**src/rtl/key_scan_pkg.sv**
```systemverilog
// rtl/key_scan_pkg.sv - shared encodings and constants for the keypad scanner
package key_scan_pkg;

   typedef enum logic [1:0] {
      SCAN     = 2'd0,
      PRESS_DB = 2'd1,
      HELD     = 2'd2,
      REL_DB   = 2'd3
   } state_t;

   localparam int         NUM_ROWS  = 4;
   localparam int         NUM_COLS  = 4;
   localparam logic [3:0] COL_IDLE  = 4'b1111;
   localparam logic [3:0] ROW_RESET = 4'b1110;

   // Lowest-numbered active-low column wins when several are pressed together.
   function automatic logic [1:0] first_low_col(input logic [NUM_COLS-1:0] p);
      first_low_col = 2'd0;
      for (int i = NUM_COLS - 1; i >= 0; i--) begin
         if (!p[i]) first_low_col = i[1:0];
      end
   endfunction

endpackage

```
**src/rtl/key_col_sync.sv**
```systemverilog
// rtl/key_col_sync.sv - two-flop synchronizer for the asynchronous column lines
module key_col_sync
   import key_scan_pkg::*;
(
   input  logic                clk,
   input  logic                rst,
   input  logic [NUM_COLS-1:0] d,
   output logic [NUM_COLS-1:0] q
);

   logic [NUM_COLS-1:0] meta;

   always_ff @(posedge clk) begin
      if (rst) begin
         meta <= COL_IDLE;
         q    <= COL_IDLE;
      end else begin
         meta <= d;
         q    <= meta;
      end
   end

endmodule

```
**src/rtl/key_scan.sv**
```systemverilog
// rtl/key_scan.sv - 4x4 keypad scanner with debounce and valid/ack key output
// Optional auto-repeat of a held key: define KEY_SCAN_REPEAT_EN.
module key_scan
   import key_scan_pkg::*;
#(
   parameter int SCAN_DIV     = 1000,
   parameter int DEBOUNCE_CNT = 500000,
   parameter int REPEAT_CNT   = 25000000
) (
   input  logic                clk,
   input  logic                rst,
   output logic [NUM_ROWS-1:0] row,
   input  logic [NUM_COLS-1:0] col,
   output logic [3:0]          key_code,
   output logic                key_valid,
   input  logic                key_ack,
   output logic                key_down,
   output logic                overrun
);

   localparam int DW = $clog2(SCAN_DIV);
   localparam int BW = $clog2(DEBOUNCE_CNT);

   state_t              state, state_nxt;
   logic [DW-1:0]       dwell, dwell_nxt;
   logic [BW-1:0]       db, db_nxt;
   logic [1:0]          row_idx, row_idx_nxt;
   logic [NUM_COLS-1:0] pat, pat_nxt;
   logic [NUM_COLS-1:0] cs;
   logic                issue;
   logic                rep_fire;

   key_col_sync u_sync (
      .clk (clk),
      .rst (rst),
      .d   (col),
      .q   (cs)
   );

   assign row      = ~(~ROW_RESET << row_idx);
   assign key_down = (state == HELD) || (state == REL_DB);

`ifdef KEY_SCAN_REPEAT_EN
   localparam int RW = $clog2(REPEAT_CNT);
   logic [RW-1:0] rep_cnt;

   assign rep_fire = (state == HELD) && (rep_cnt == RW'(REPEAT_CNT - 1));

   // Held at zero outside HELD, so every entry to HELD starts a fresh interval.
   always_ff @(posedge clk) begin
      if (rst || state != HELD || rep_fire) rep_cnt <= '0;
      else                                  rep_cnt <= rep_cnt + 1'b1;
   end
`else
   assign rep_fire = (REPEAT_CNT < 0);
`endif

   always_comb begin
      state_nxt   = state;
      dwell_nxt   = dwell;
      db_nxt      = db;
      row_idx_nxt = row_idx;
      pat_nxt     = pat;
      issue       = 1'b0;
      case (state)
         SCAN: begin
            if (dwell == DW'(SCAN_DIV - 1)) begin
               dwell_nxt = '0;
               if (cs == COL_IDLE) begin
                  row_idx_nxt = row_idx + 2'd1;
               end else begin
                  pat_nxt   = cs;
                  db_nxt    = '0;
                  state_nxt = PRESS_DB;
               end
            end else begin
               dwell_nxt = dwell + 1'b1;
            end
         end
         PRESS_DB: begin
            if (cs != pat) begin
               db_nxt    = '0;
               state_nxt = SCAN;
            end else if (db == BW'(DEBOUNCE_CNT - 1)) begin
               db_nxt    = '0;
               issue     = 1'b1;
               state_nxt = HELD;
            end else begin
               db_nxt = db + 1'b1;
            end
         end
         HELD: begin
            issue = rep_fire;
            if (cs == COL_IDLE) begin
               db_nxt    = '0;
               state_nxt = REL_DB;
            end
         end
         REL_DB: begin
            if (cs != COL_IDLE) begin
               db_nxt    = '0;
               state_nxt = HELD;
            end else if (db == BW'(DEBOUNCE_CNT - 1)) begin
               db_nxt      = '0;
               row_idx_nxt = row_idx + 2'd1;
               state_nxt   = SCAN;
            end else begin
               db_nxt = db + 1'b1;
            end
         end
         default: state_nxt = SCAN;
      endcase
   end

   always_ff @(posedge clk) begin
      if (rst) begin
         state   <= SCAN;
         dwell   <= '0;
         db      <= '0;
         row_idx <= 2'd0;
         pat     <= COL_IDLE;
      end else begin
         state   <= state_nxt;
         dwell   <= dwell_nxt;
         db      <= db_nxt;
         row_idx <= row_idx_nxt;
         pat     <= pat_nxt;
      end
   end

   // An unacknowledged key is never overwritten; the new one is dropped and flagged.
   always_ff @(posedge clk) begin
      if (rst) begin
         key_code  <= 4'd0;
         key_valid <= 1'b0;
         overrun   <= 1'b0;
      end else if (issue) begin
         if (!key_valid || key_ack) begin
            key_code  <= {row_idx, first_low_col(pat)};
            key_valid <= 1'b1;
         end else begin
            overrun <= 1'b1;
         end
      end else if (key_ack) begin
         key_valid <= 1'b0;
      end
   end

endmodule

```
**config.mk**
```make
export PLATFORM = sky130hd
export DESIGN_NAME = key_scan
export DESIGN_NICKNAME = d
export VERILOG_FILES = /design/src/rtl/key_scan_pkg.sv /design/src/rtl/key_col_sync.sv /design/src/rtl/key_scan.sv
export SDC_FILE = /design/constraint.sdc
export NUM_CORES = 1
export LEC_CHECK = 0
export ABC_AREA = 1
export CORE_UTILIZATION = 38
export CTS_CLUSTER_SIZE = 40
export DETAILED_ROUTE_END_ITERATION = 10
export MAX_ROUTING_LAYER = met4
export PLACE_DENSITY = 0.53
export SLEW_MARGIN = 20
export SYNTH_ARGS = -nofsm -noshare
export SYNTH_HDL_FRONTEND = slang
export SYNTH_SLANG_ARGS = --single-unit
```
**constraint.sdc**
```tcl
create_clock -name clk -period 3.3 [get_ports clk]
set_input_delay 0.99 -clock clk [delete_from_list [all_inputs] [get_ports clk]]
set_output_delay 0.99 -clock clk [all_outputs]
set_load 0.01 [all_outputs]
```
==> run summary <==
The flow ran to the end, and the final reports show no timing, DRC or antenna violations. The transition time at the pin with the least slew margin came out at 691.7 ps. The number of global-route vias before repair is 2206. The DRC violations left is 0. The cell count after synthesis came out at 446. The worst reg2reg path depth came out at 8. The compound-cell area share of the yosys netlist is 6.099%.

In the final layout, the share of cells above drive strength 1 is 7.328%. The post-synthesis share of cell area spent on xor and xnor gates came out at 1.843%. The design draws 1.070 mW.

The maximum level of the CTS H-tree came out at 2. The tree built by TritonCTS fans out to 51 sinks. The number of clock buffers inserted by TritonCTS is 5. The total cell area at the placement stage came out at 3109 µm². The timing-limited maximum frequency is 388.7 MHz. The clock latency on the worst-skew pair came out at 310 ps. The floorplan row count is 31. The share of the core filled with cells came out at 44.18%.

The critical path in this run is classified as flop to output port. Max-cap violations in this run came to 0. The count of final hold-check violations is 0.

The post-cts hold buffer count is 0. The largest fanout of any net on the critical path is 4. The average footprint of a synthesized cell came out at 6.393 µm². The post-cts sizing count came out at 0. The number of endpoints failing setup at the final stage came out at 0. The area used by sequential logic in the layout came out at 1021 µm². The post-synthesis share of cell area spent on full adders, half adders and majority gates is 2.633%. Setup repair after global routing left no endpoint under its margin.

The post-CTS setup repair buffer count came out at 0. The number of vias per cell is 4.748. The wire length per cell after detailed routing came out at 11.18 µm.

The floorplan die area is 7854 µm². Synthesis instantiated 33 different standard cells from the library. For this design the top-level I/O count stands at 18.

Clock-pin slew was measured on the worst setup and hold paths at 110 ps. The pin count of the biggest net entering global routing came out at 24. At the worst endpoint, the arrival time is 1580 ps. The total track usage came out at 17.53%. In this run the worst hold path is classified as flop to flop. The basic-gate share of the synthesized area counting and, or, nand and nor cells is 42.61%.

The chip height is 88.63 µm. The worst voltage drop across the vdd grid is 229.9 µV. The setup total negative slack came out at 0 ps.

STA classifies the critical path startpoint as a flop. The number of nets in the synthesized netlist is 459. Once detailed placement completed, the half-perimeter wirelength came to 4.682 mm. The maximum buffer depth of the clock tree came out at 2. The post-synthesis register bit count is 51.

The total area of multi-input combinational cells came out at 1516 µm². After synthesis, the largest family of logic cells by area is simple AND/OR/NAND/NOR gates. The start point of the worst hold path is u_sync.meta[1]$_SDFF_PP1_. After layout, the worst path uses 77.97% of the clock period.

The routed design has 6.297 mm of wire. In this run the cell area of the synthesized design comes to 2851 µm². The total of fill cells in the finished design came out at 791. The core box area came out at 7253 µm². The headroom to the max-slew limit came out at 53.72%. For this run the aggregate overflow at the end of global routing stands at 0. The count of buffers inserted at the top-level ports is 17. The worst hold path terminates at u_sync.q[1]$_SDFF_PP1_. The cell area power density is 334.0 nW/µm².

The leakage power came out at 1.456 nW. The required time at the endpoint of the critical path is 2310 ps. The initial antenna violation count is 0.

The endpoint kind of the worst setup timing path is an output port. The number of DRC markers in iteration 0 is 119. The hold path depth is 1.

Setup slack on the worst reg-to-reg path comes out at 1440 ps. The share of the Yosys chip area taken by registers is 35.81%. TritonCTS built the clock tree.

The starting density of the core is 39.31%. Between clock sinks in the finished design, the worst skew comes to 8.138 ps. Summing over every cut layer, the via total after detailed routing is 2673.

The critical register-to-register path endpoint is db[13]$_SDFFE_PP0P_. The repair_antennas step left the layout with diodes totalling 0. From left edge to right edge, the die measures 88.63 µm. The root buffer cell chosen for the clock tree is sky130_fd_sc_hd__clkbuf_8. The weighted congestion reported at the end of routability-driven placement is 0.8585.

The number of warnings printed during yosys synthesis came out at 0. The final number of max-transition violations is 0. The shortest period the worst path allows came out at 2573 ps.

The first global-routing pass estimated 10.40 mm of wire. The final hold slack is 420.3 ps. The area of all placed cells without fillers is 3204 µm². The final-stage net count came out at 476. The startpoint identified for the worst register-to-register timing path is db[1]$_SDFFE_PP0P_.

In the synthesized netlist, mux cells make up 0% of the area. The total iterations of the first detailed-routing run is 4. The layout overhead on the synthesized area is 12.37%.

The remaining antenna violation count came out at 0.
==> power breakdown <==
part	internal [mW]	switching [mW]	total, mW
logic	0.0193	0.0272	0.0465
clock network	0.157	0.239	0.396
registers	0.623	0.00508	0.628
==> layer usage <==
| layer | vias to the layer above | track usage, % | routed length (µm) |
|---|---|---|---|
| li1 | 1423 | - | - |
| met1 | 1199 | 24.10 | 3247 |
| met2 | 47 | 26.57 | 2782 |
| met3 | 4 | 2.799 | 195 |
| met4 | 0 | 4.839 | 72 |
| met5 | - | - | 0 |
==> how the worst max path moves through the flow <==
stage                                  startpoint      to  slack, ps  depth (start not counted)
final                     row_idx[0]$_SDFFE_PP0P_  row[0]        730                          4
after global routing      row_idx[0]$_SDFFE_PP0P_  row[0]        630                          4
after CTS                 row_idx[0]$_SDFFE_PP0P_  row[0]        710                          4
after detailed placement  row_idx[0]$_SDFFE_PP0P_  row[0]       1060                          4
after global placement    row_idx[0]$_SDFFE_PP0P_  row[0]       1080                          4
after floorplan           row_idx[0]$_SDFFE_PP0P_  row[0]       1610                          3
==> metrics by stage <==
step | setup WS, ps | instances
floorplan | 1606 | 446
global placement | 1082 | 555
detailed placement | 1062 | 555
CTS | 707.7 | 563
global route | 630.1 | 563
finish | 727.1 | 563
==> worst max-delay path, stage by stage (launching register included) <==
cell and delay (ps):
sky130_fd_sc_hd__dfxtp_1 390, sky130_fd_sc_hd__inv_1 100, sky130_fd_sc_hd__ha_1 210, sky130_fd_sc_hd__inv_1 50, sky130_fd_sc_hd__clkdlybuf4s50_1 520
==> area by class of cell <==
class / count / area share [%]
flip-flops and latches: 51 / 31.86
clock buffers: 5 / 2.148
inverters: 70 / 8.200
clock inverters: 3 / 0.8200
well taps: 99 / 3.866
repair buffers: 19 / 5.779
multi-input cells: 316 / 47.33
==> synth_stat cells, drive strengths merged <==
master | n | share of area, %
inv | 70 | 9.2
ha | 6 | 2.6
a21oi | 17 | 3.2
nand2 | 122 | 17
xnor2 | 2 | 0.61
a31oi | 1 | 0.22
and3 | 1 | 0.22
nor2 | 69 | 9.8
xor2 | 4 | 1.2
a211oi | 1 | 0.26
nand3 | 53 | 9.7
nand4 | 8 | 1.8
nand3b | 2 | 0.53
clkbuf | 4 | 0.53
buf | 5 | 1.3
dfxtp | 51 | 36
o211ai | 4 | 1.1
or2 | 9 | 2.0
nor3b | 1 | 0.26
nor3 | 9 | 1.6
o21a | 1 | 0.26
o21ai | 6 | 1.1
==> state kept, by name, indices dropped and copies added (netlist names) <==
| register | count |
|---|---|
| db | 19 |
| dwell | 10 |
| key_code | 4 |
| key_valid | 1 |
| overrun | 1 |
| pat | 4 |
| row_idx | 2 |
| state | 2 |
| u_sync.meta | 4 |
| u_sync.q | 4 |
==> cells in the final DEF, fill, tap and decap left out, drive strengths merged, types with 2 or more instances in the layout <==
| cell | netlist | layout |
|---|---|---|
| nand2 | 122 | 122 |
| inv | 70 | 72 |
| nor2 | 69 | 69 |
| nand3 | 53 | 53 |
| dfxtp | 51 | 51 |
| clkdlybuf4s50 | 0 | 17 |
| a21oi | 17 | 17 |
| nor3 | 9 | 9 |
| or2 | 9 | 9 |
| nand4 | 8 | 8 |
| ha | 6 | 6 |
| o21ai | 6 | 6 |
| clkbuf | 4 | 5 |
| xor2 | 4 | 4 |
| o211ai | 4 | 4 |
| xnor2 | 2 | 2 |
| nand3b | 2 | 2 |
| buf | 5 | 2 |
==> logic make-up after synthesis <==
| logic type | Yosys count |
|---|---|
| adder cells (fa/ha/maj) | 6 |
| AND/OR/NAND/NOR | 274 |
| AO/OA/AOI/OAI | 30 |
| buffers and inverters | 79 |
| XOR/XNOR | 6 |
| flip-flops | 51 |
Note: power is estimated with default switching activity, not from simulation.
